File: src/rtl/decoder_scan_n.sv
// decoder_scan_n -- registered N-to-2^N one-hot decoder with enable and a
// scan mode that steps through the outputs on its own, holding each output
// for DWELL clocks.
//
// Optional feature: define DECODER_SKIP_EN to add the skip[OUTS-1:0] input.
// Scan steps, scan entry and loads then pass over indices whose skip bit is set.
// Direct decode of a skipped index gives the idle value with valid low.
//
// Parameters:
//   N          select width, legal range 1..6; Out is 2**N bits wide
//   DWELL      clocks each output stays active in scan mode (>= 1)
//   ACTIVE_LOW 1: Out is inverted after the register, so the idle value is all ones
//
// Ports:
//   clk    in   rising-edge clock
//   rst_n  in   asynchronous active-low reset
//   E      in   enable; 0 forces IDLE
//   mode   in   0 = direct decode, 1 = scan
//   In     in   direct select / scan entry and load index
//   load   in   in scan mode, restart the scan at In
//   skip   in   (DECODER_SKIP_EN only) indices the scan passes over
//   Out    out  one-hot decode, polarity set by ACTIVE_LOW
//   Idx    out  index currently shown on Out
//   valid  out  Out carries a live one-hot value
//   wrap   out  one-cycle pulse when the scan wraps back to the start
module decoder_scan_n #(
    parameter int N          = 3,
    parameter int DWELL      = 4,
    parameter int ACTIVE_LOW = 0
) (
    input  logic                clk,
    input  logic                rst_n,
    input  logic                E,
    input  logic                mode,
    input  logic [N-1:0]        In,
    input  logic                load,
`ifdef DECODER_SKIP_EN
    input  logic [(1<<N)-1:0]   skip,
`endif
    output logic [(1<<N)-1:0]   Out,
    output logic [N-1:0]        Idx,
    output logic                valid,
    output logic                wrap
);

    localparam int OUTS = 1 << N;
    localparam int CW   = $clog2(DWELL + 1);
    localparam logic [CW-1:0] CNT_LAST = CW'(DWELL - 1);

    typedef enum logic [1:0] {IDLE, DIRECT, SCAN} state_t;

    state_t          state_q, state_d;
    logic [OUTS-1:0] out_q, out_d;
    logic [N-1:0]    idx_q, idx_d;
    logic [CW-1:0]   cnt_q, cnt_d;
    logic            valid_q, valid_d;
    logic            wrap_q, wrap_d;

    function automatic logic [OUTS-1:0] onehot(input logic [N-1:0] sel);
        logic [OUTS-1:0] r;
        r      = '0;
        r[sel] = 1'b1;
        return r;
    endfunction

`ifdef DECODER_SKIP_EN
    // First index at or circularly after 'start' whose skip bit is clear.
    // Callers guarantee at least one bit is clear.
    function automatic logic [N-1:0] next_free(input logic [N-1:0] start,
                                               input logic [OUTS-1:0] sk);
        logic [N-1:0] r;
        logic [N-1:0] c;
        logic         found;
        r     = start;
        found = 1'b0;
        for (int k = 0; k < OUTS; k++) begin
            c = start + k[N-1:0];
            if (!found && !sk[c]) begin
                r     = c;
                found = 1'b1;
            end
        end
        return r;
    endfunction
`endif

    always_comb begin
        state_d = state_q;
        out_d   = out_q;
        idx_d   = idx_q;
        cnt_d   = cnt_q;
        valid_d = valid_q;
        wrap_d  = 1'b0;

        if (!E) begin
            // Idx keeps its last value; the dwell is discarded so the next entry starts fresh.
            state_d = IDLE;
            out_d   = '0;
            valid_d = 1'b0;
            cnt_d   = '0;
        end else if (!mode) begin
            state_d = DIRECT;
            idx_d   = In;
            cnt_d   = '0;
            out_d   = onehot(In);
            valid_d = 1'b1;
`ifdef DECODER_SKIP_EN
            if (skip[In]) begin
                out_d   = '0;
                valid_d = 1'b0;
            end
`endif
        end else begin
            state_d = SCAN;
`ifdef DECODER_SKIP_EN
            if (&skip) begin
                // Nothing to show: go dark but keep position and dwell.
                out_d   = '0;
                valid_d = 1'b0;
            end else begin
                if (state_q != SCAN || load) begin
                    idx_d = next_free(In, skip);
                    cnt_d = '0;
                end else if (cnt_q == CNT_LAST) begin
                    idx_d  = next_free(N'(idx_q + 1'b1), skip);
                    cnt_d  = '0;
                    wrap_d = (idx_d <= idx_q);
                end else begin
                    cnt_d = cnt_q + 1'b1;
                end
                out_d   = onehot(idx_d);
                valid_d = 1'b1;
            end
`else
            // Entry and load both win over a step due on the same cycle.
            if (state_q != SCAN || load) begin
                idx_d = In;
                cnt_d = '0;
            end else if (cnt_q == CNT_LAST) begin
                idx_d  = N'(idx_q + 1'b1);
                cnt_d  = '0;
                wrap_d = &idx_q;
            end else begin
                cnt_d = cnt_q + 1'b1;
            end
            out_d   = onehot(idx_d);
            valid_d = 1'b1;
`endif
        end
    end

    always_ff @(posedge clk or negedge rst_n) begin
        if (!rst_n) begin
            state_q <= IDLE;
            out_q   <= '0;
            idx_q   <= '0;
            cnt_q   <= '0;
            valid_q <= 1'b0;
            wrap_q  <= 1'b0;
        end else begin
            state_q <= state_d;
            out_q   <= out_d;
            idx_q   <= idx_d;
            cnt_q   <= cnt_d;
            valid_q <= valid_d;
            wrap_q  <= wrap_d;
        end
    end

    // Polarity is applied after the register, so reset and idle both read as all ones when active-low.
    assign Out   = (ACTIVE_LOW != 0) ? ~out_q : out_q;
    assign Idx   = idx_q;
    assign valid = valid_q;
    assign wrap  = wrap_q;

endmodule

File: config.mk
export PLATFORM = sky130hd
export DESIGN_NAME = decoder_scan_n
export DESIGN_NICKNAME = d
export VERILOG_FILES = /design/src/rtl/decoder_scan_n.sv
export SDC_FILE = /design/constraint.sdc
export NUM_CORES = 1
export LEC_CHECK = 0
export ABC_AREA = 1
export ABC_CLOCK_PERIOD_IN_PS = 2000
export CAP_MARGIN = 10
export CORE_UTILIZATION = 48
export DETAILED_ROUTE_END_ITERATION = 16
export HOLD_SLACK_MARGIN = 0.05
export PLACE_DENSITY = 0.76
export SLEW_MARGIN = 5
export SYNTH_ARGS = -nofsm -noshare
export SYNTH_HDL_FRONTEND = slang
export SYNTH_SLANG_ARGS = --single-unit
File: constraint.sdc
create_clock -name clk -period 2 [get_ports clk]
set_input_delay 0.4 -clock clk [delete_from_list [all_inputs] [get_ports clk]]
set_output_delay 0.4 -clock clk [all_outputs]
set_load 0.01 [all_outputs]
==> results.sh <==
export IMPL_clk_latency_ns=0.28
export IMPL_design_area_sq_um=1200
export IMPL_grtUsageMet2_pct=32.7
export IMPL_reg2reg_setup_slack_ns=0.29
export IMPL_endpoint_kind="flip-flop"
export IMPL_postCtsSetupBuffers=0
export IMPL_yosys_warnings=0
export IMPL_die_area_sq_um=2130
export IMPL_fin_crit_ns=1.71
export IMPL_required_ns=2.21
export IMPL_synth_top_area_cell="dfrtp_1"
export IMPL_r2r_start="Idx[0]$_DFFE_PN0P_"
export IMPL_antenna_cells=0
export IMPL_io_pins=21
export IMPL_cts_sinks=18
export IMPL_use_met3_pct=3.92
export IMPL_setup_viol=0
export IMPL_ys_types=18
export IMPL_grt_pass1_wl_mm=3.23
export IMPL_outcome="finished, final reports clean"
export IMPL_worstPathArrival_ns=1.93
export IMPL_grt_use_total_pct=21.8
export IMPL_synthCells=111
export IMPL_numPortBuffers=20
export IMPL_maxCapViolCount=0
export IMPL_syn_to_final_growth_pct=28.8
export IMPL_syn_cell_area_sq_um=935
export IMPL_p_leak_uw=0.000582
export IMPL_clk_pin_slew_ns=0.09
export IMPL_ys_seq_area_share_pct=48.2
export IMPL_hold_ws_ns=0.433
export IMPL_cts_resized=0
export IMPL_antenna_found_initial=0
export IMPL_route_detailed_wl_per_inst_um=11.9
export IMPL_reg2reg_depth=8
export IMPL_hold_viol_final=0
export IMPL_vdd_ir_drop_max_mv=0.448
export IMPL_grt_overflow_total=0
export IMPL_setup_tns_ns=0
export IMPL_ctsRootBufferMaster="clkbuf_4"
export IMPL_placed_cells=158
export IMPL_layout_common_cells="28 x nand2_1, 20 x clkdlybuf4s50_1, 18 x dfrtp_1, 15 x nand3_1, 10 x inv_1"
export IMPL_synth_avg_cell_area_sq_um=8.42
export IMPL_fp_row_count=15
export IMPL_dieWidth_um=46.1
export IMPL_period_share_pct=85.7
export IMPL_routed_wl_mm=1.92
export IMPL_final_util_pct=67.5
export IMPL_core_area_sq_um=1780
export IMPL_stdcell_count=161
export IMPL_avgViaCountPerCell=5.16
export IMPL_start_util_pct=52.4
export IMPL_worst_pin_slew_ns=0.285
export IMPL_syn_num_nets=122
export IMPL_clock_skew_ns=0.000380
export IMPL_h_tree_depth=1
export IMPL_grt_pass1_vias=736
export IMPL_hpwl_mm=1.50
export IMPL_cts_buffers=3
export IMPL_critPathLaunchType="flip-flop"
export IMPL_drt_iter0_markers=24
export IMPL_grt_start_max_net_pins=19
export IMPL_hold_buffers=0
export IMPL_rsz0062_at_grt="false"
export IMPL_layout_nets=149
export IMPL_clock_fmax_mhz=583
export IMPL_p_per_area_nw_per_um2=596
export IMPL_slew_violations=0
export IMPL_routabilityCongestion=0.988
export IMPL_firstDrtPassIters=4
export IMPL_r2r_end="Out[1]$_DFF_PN0_"
export IMPL_antenna_left=0
export IMPL_n_fill_cell=156
export IMPL_cts_tree="yes"
export IMPL_critPathKind="flip-flop to flip-flop"
export IMPL_die_h_um=46.1
export IMPL_drive_gt1_share_pct=16.9
export IMPL_relSlewSlack_pct=80.9
export IMPL_placed_cell_area_sq_um=1180
export IMPL_synth_area_top_cells="dfrtp_1 48%, nand2_1 11%, nand3_1 8.0%, nand2_2 5.4%, ha_1 4.0%"
export IMPL_synth_seq_cells=18
export IMPL_drc=0
export IMPL_clock_path_buffers=2
export IMPL_synth_top_area_share_pct=48.2
export IMPL_crit_fanout=5
export IMPL_hold_class="input pin to async pin"
export IMPL_via_count=830
export IMPL_grt_util_met1_pct=31.1
export IMPL_grt_busiest_layer="met2"
export IMPL_final_common_cell="nand2_1"
per-layer routing:
| layer | share of wire (%) | wire, um | up-vias |
|---|---|---|---|
| li1 | - | - | 407 |
| met1 | 46 | 888 | 390 |
| met5 | 0 | 0 | - |
| met2 | 47 | 898 | 31 |
| met3 | 6.1 | 117 | 2 |
| met4 | 0.78 | 15 | 0 |
layout make-up:
type	count	area (sq um)	share of cell area (%)
Sequential cell	18	450	37.4
Multi-Input combinational cell	79	432	35.9
Timing Repair Buffer	22	215	17.9
Inverter	14	52.6	4.37
Tap cell	25	31.3	2.60
Clock buffer	3	22.5	1.87
registers in the layout, summed over array words and instances, names as in the netlist:
signal   flops
Out          8
Idx          3
cnt_q        3
state_q      2
valid        1
wrap         1
where the power goes:
part,switching (uW),total [uW],internal (uW)
sequential,12.3,392,380
clock,99.9,170,69.9
combinational,84.9,155,70.5
total,197,717,520
synthesized netlist by cell type:
| cell | count |
|---|---|
| nand2_1 | 28 |
| nor2_2 | 3 |
| nand3b_4 | 1 |
| inv_2 | 4 |
| o211ai_1 | 2 |
| dfrtp_1 | 18 |
| ha_1 | 3 |
| nor2_1 | 7 |
| o221ai_1 | 1 |
| nor2_4 | 2 |
| o21ai_1 | 1 |
| inv_1 | 10 |
| nand3_1 | 15 |
| nor3b_1 | 2 |
| a21oi_1 | 4 |
| nor3_1 | 1 |
| nand2_2 | 8 |
| nand3b_1 | 1 |
cell families after synthesis:
group | count (synthesis) | share of synthesized area (%)
flip-flops | 18 | 48.2
AO/OA/AOI/OAI | 8 | 5.22
AND/OR/NAND/NOR | 68 | 36.9
adder cells (fa/ha/maj) | 3 | 4.02
buffers and inverters | 14 | 5.62
critical path, stage by stage, from the launching register on:
cell and delay, ns:
dfrtp_1 0.45, ha_1 0.23, ha_1 0.25, nand3b_1 0.19, nand3_1 0.10, nand2_1 0.09
nor2_1 0.14, nand2_1 0.07, a21oi_1 0.12
worst max path at each step:
stage          depth (start not counted)  slack [ns]                 end          startpoint
4_1_cts                                8        0.28    Out[1]$_DFF_PN0_  Idx[0]$_DFFE_PN0P_
3_3_place_gp                           5        0.28  cnt_q[0]$_DFF_PN0_                   E
3_5_place_dp                           5        0.26  cnt_q[0]$_DFF_PN0_                   E
6_report                               8        0.29    Out[1]$_DFF_PN0_  Idx[0]$_DFFE_PN0P_
5_1_grt                                8        0.18    Out[1]$_DFF_PN0_  Idx[0]$_DFFE_PN0P_
2_1_floorplan                          8        0.43    Out[1]$_DFF_PN0_  Idx[0]$_DFFE_PN0P_
stage by stage:
stage	power, uW	setup slack (ns)
detailed placement	555	0.259
finish	717	0.286
floorplan	478	0.428
global route	760	0.179
CTS	726	0.276
global placement	550	0.275
(Power assumes the default switching activity.)
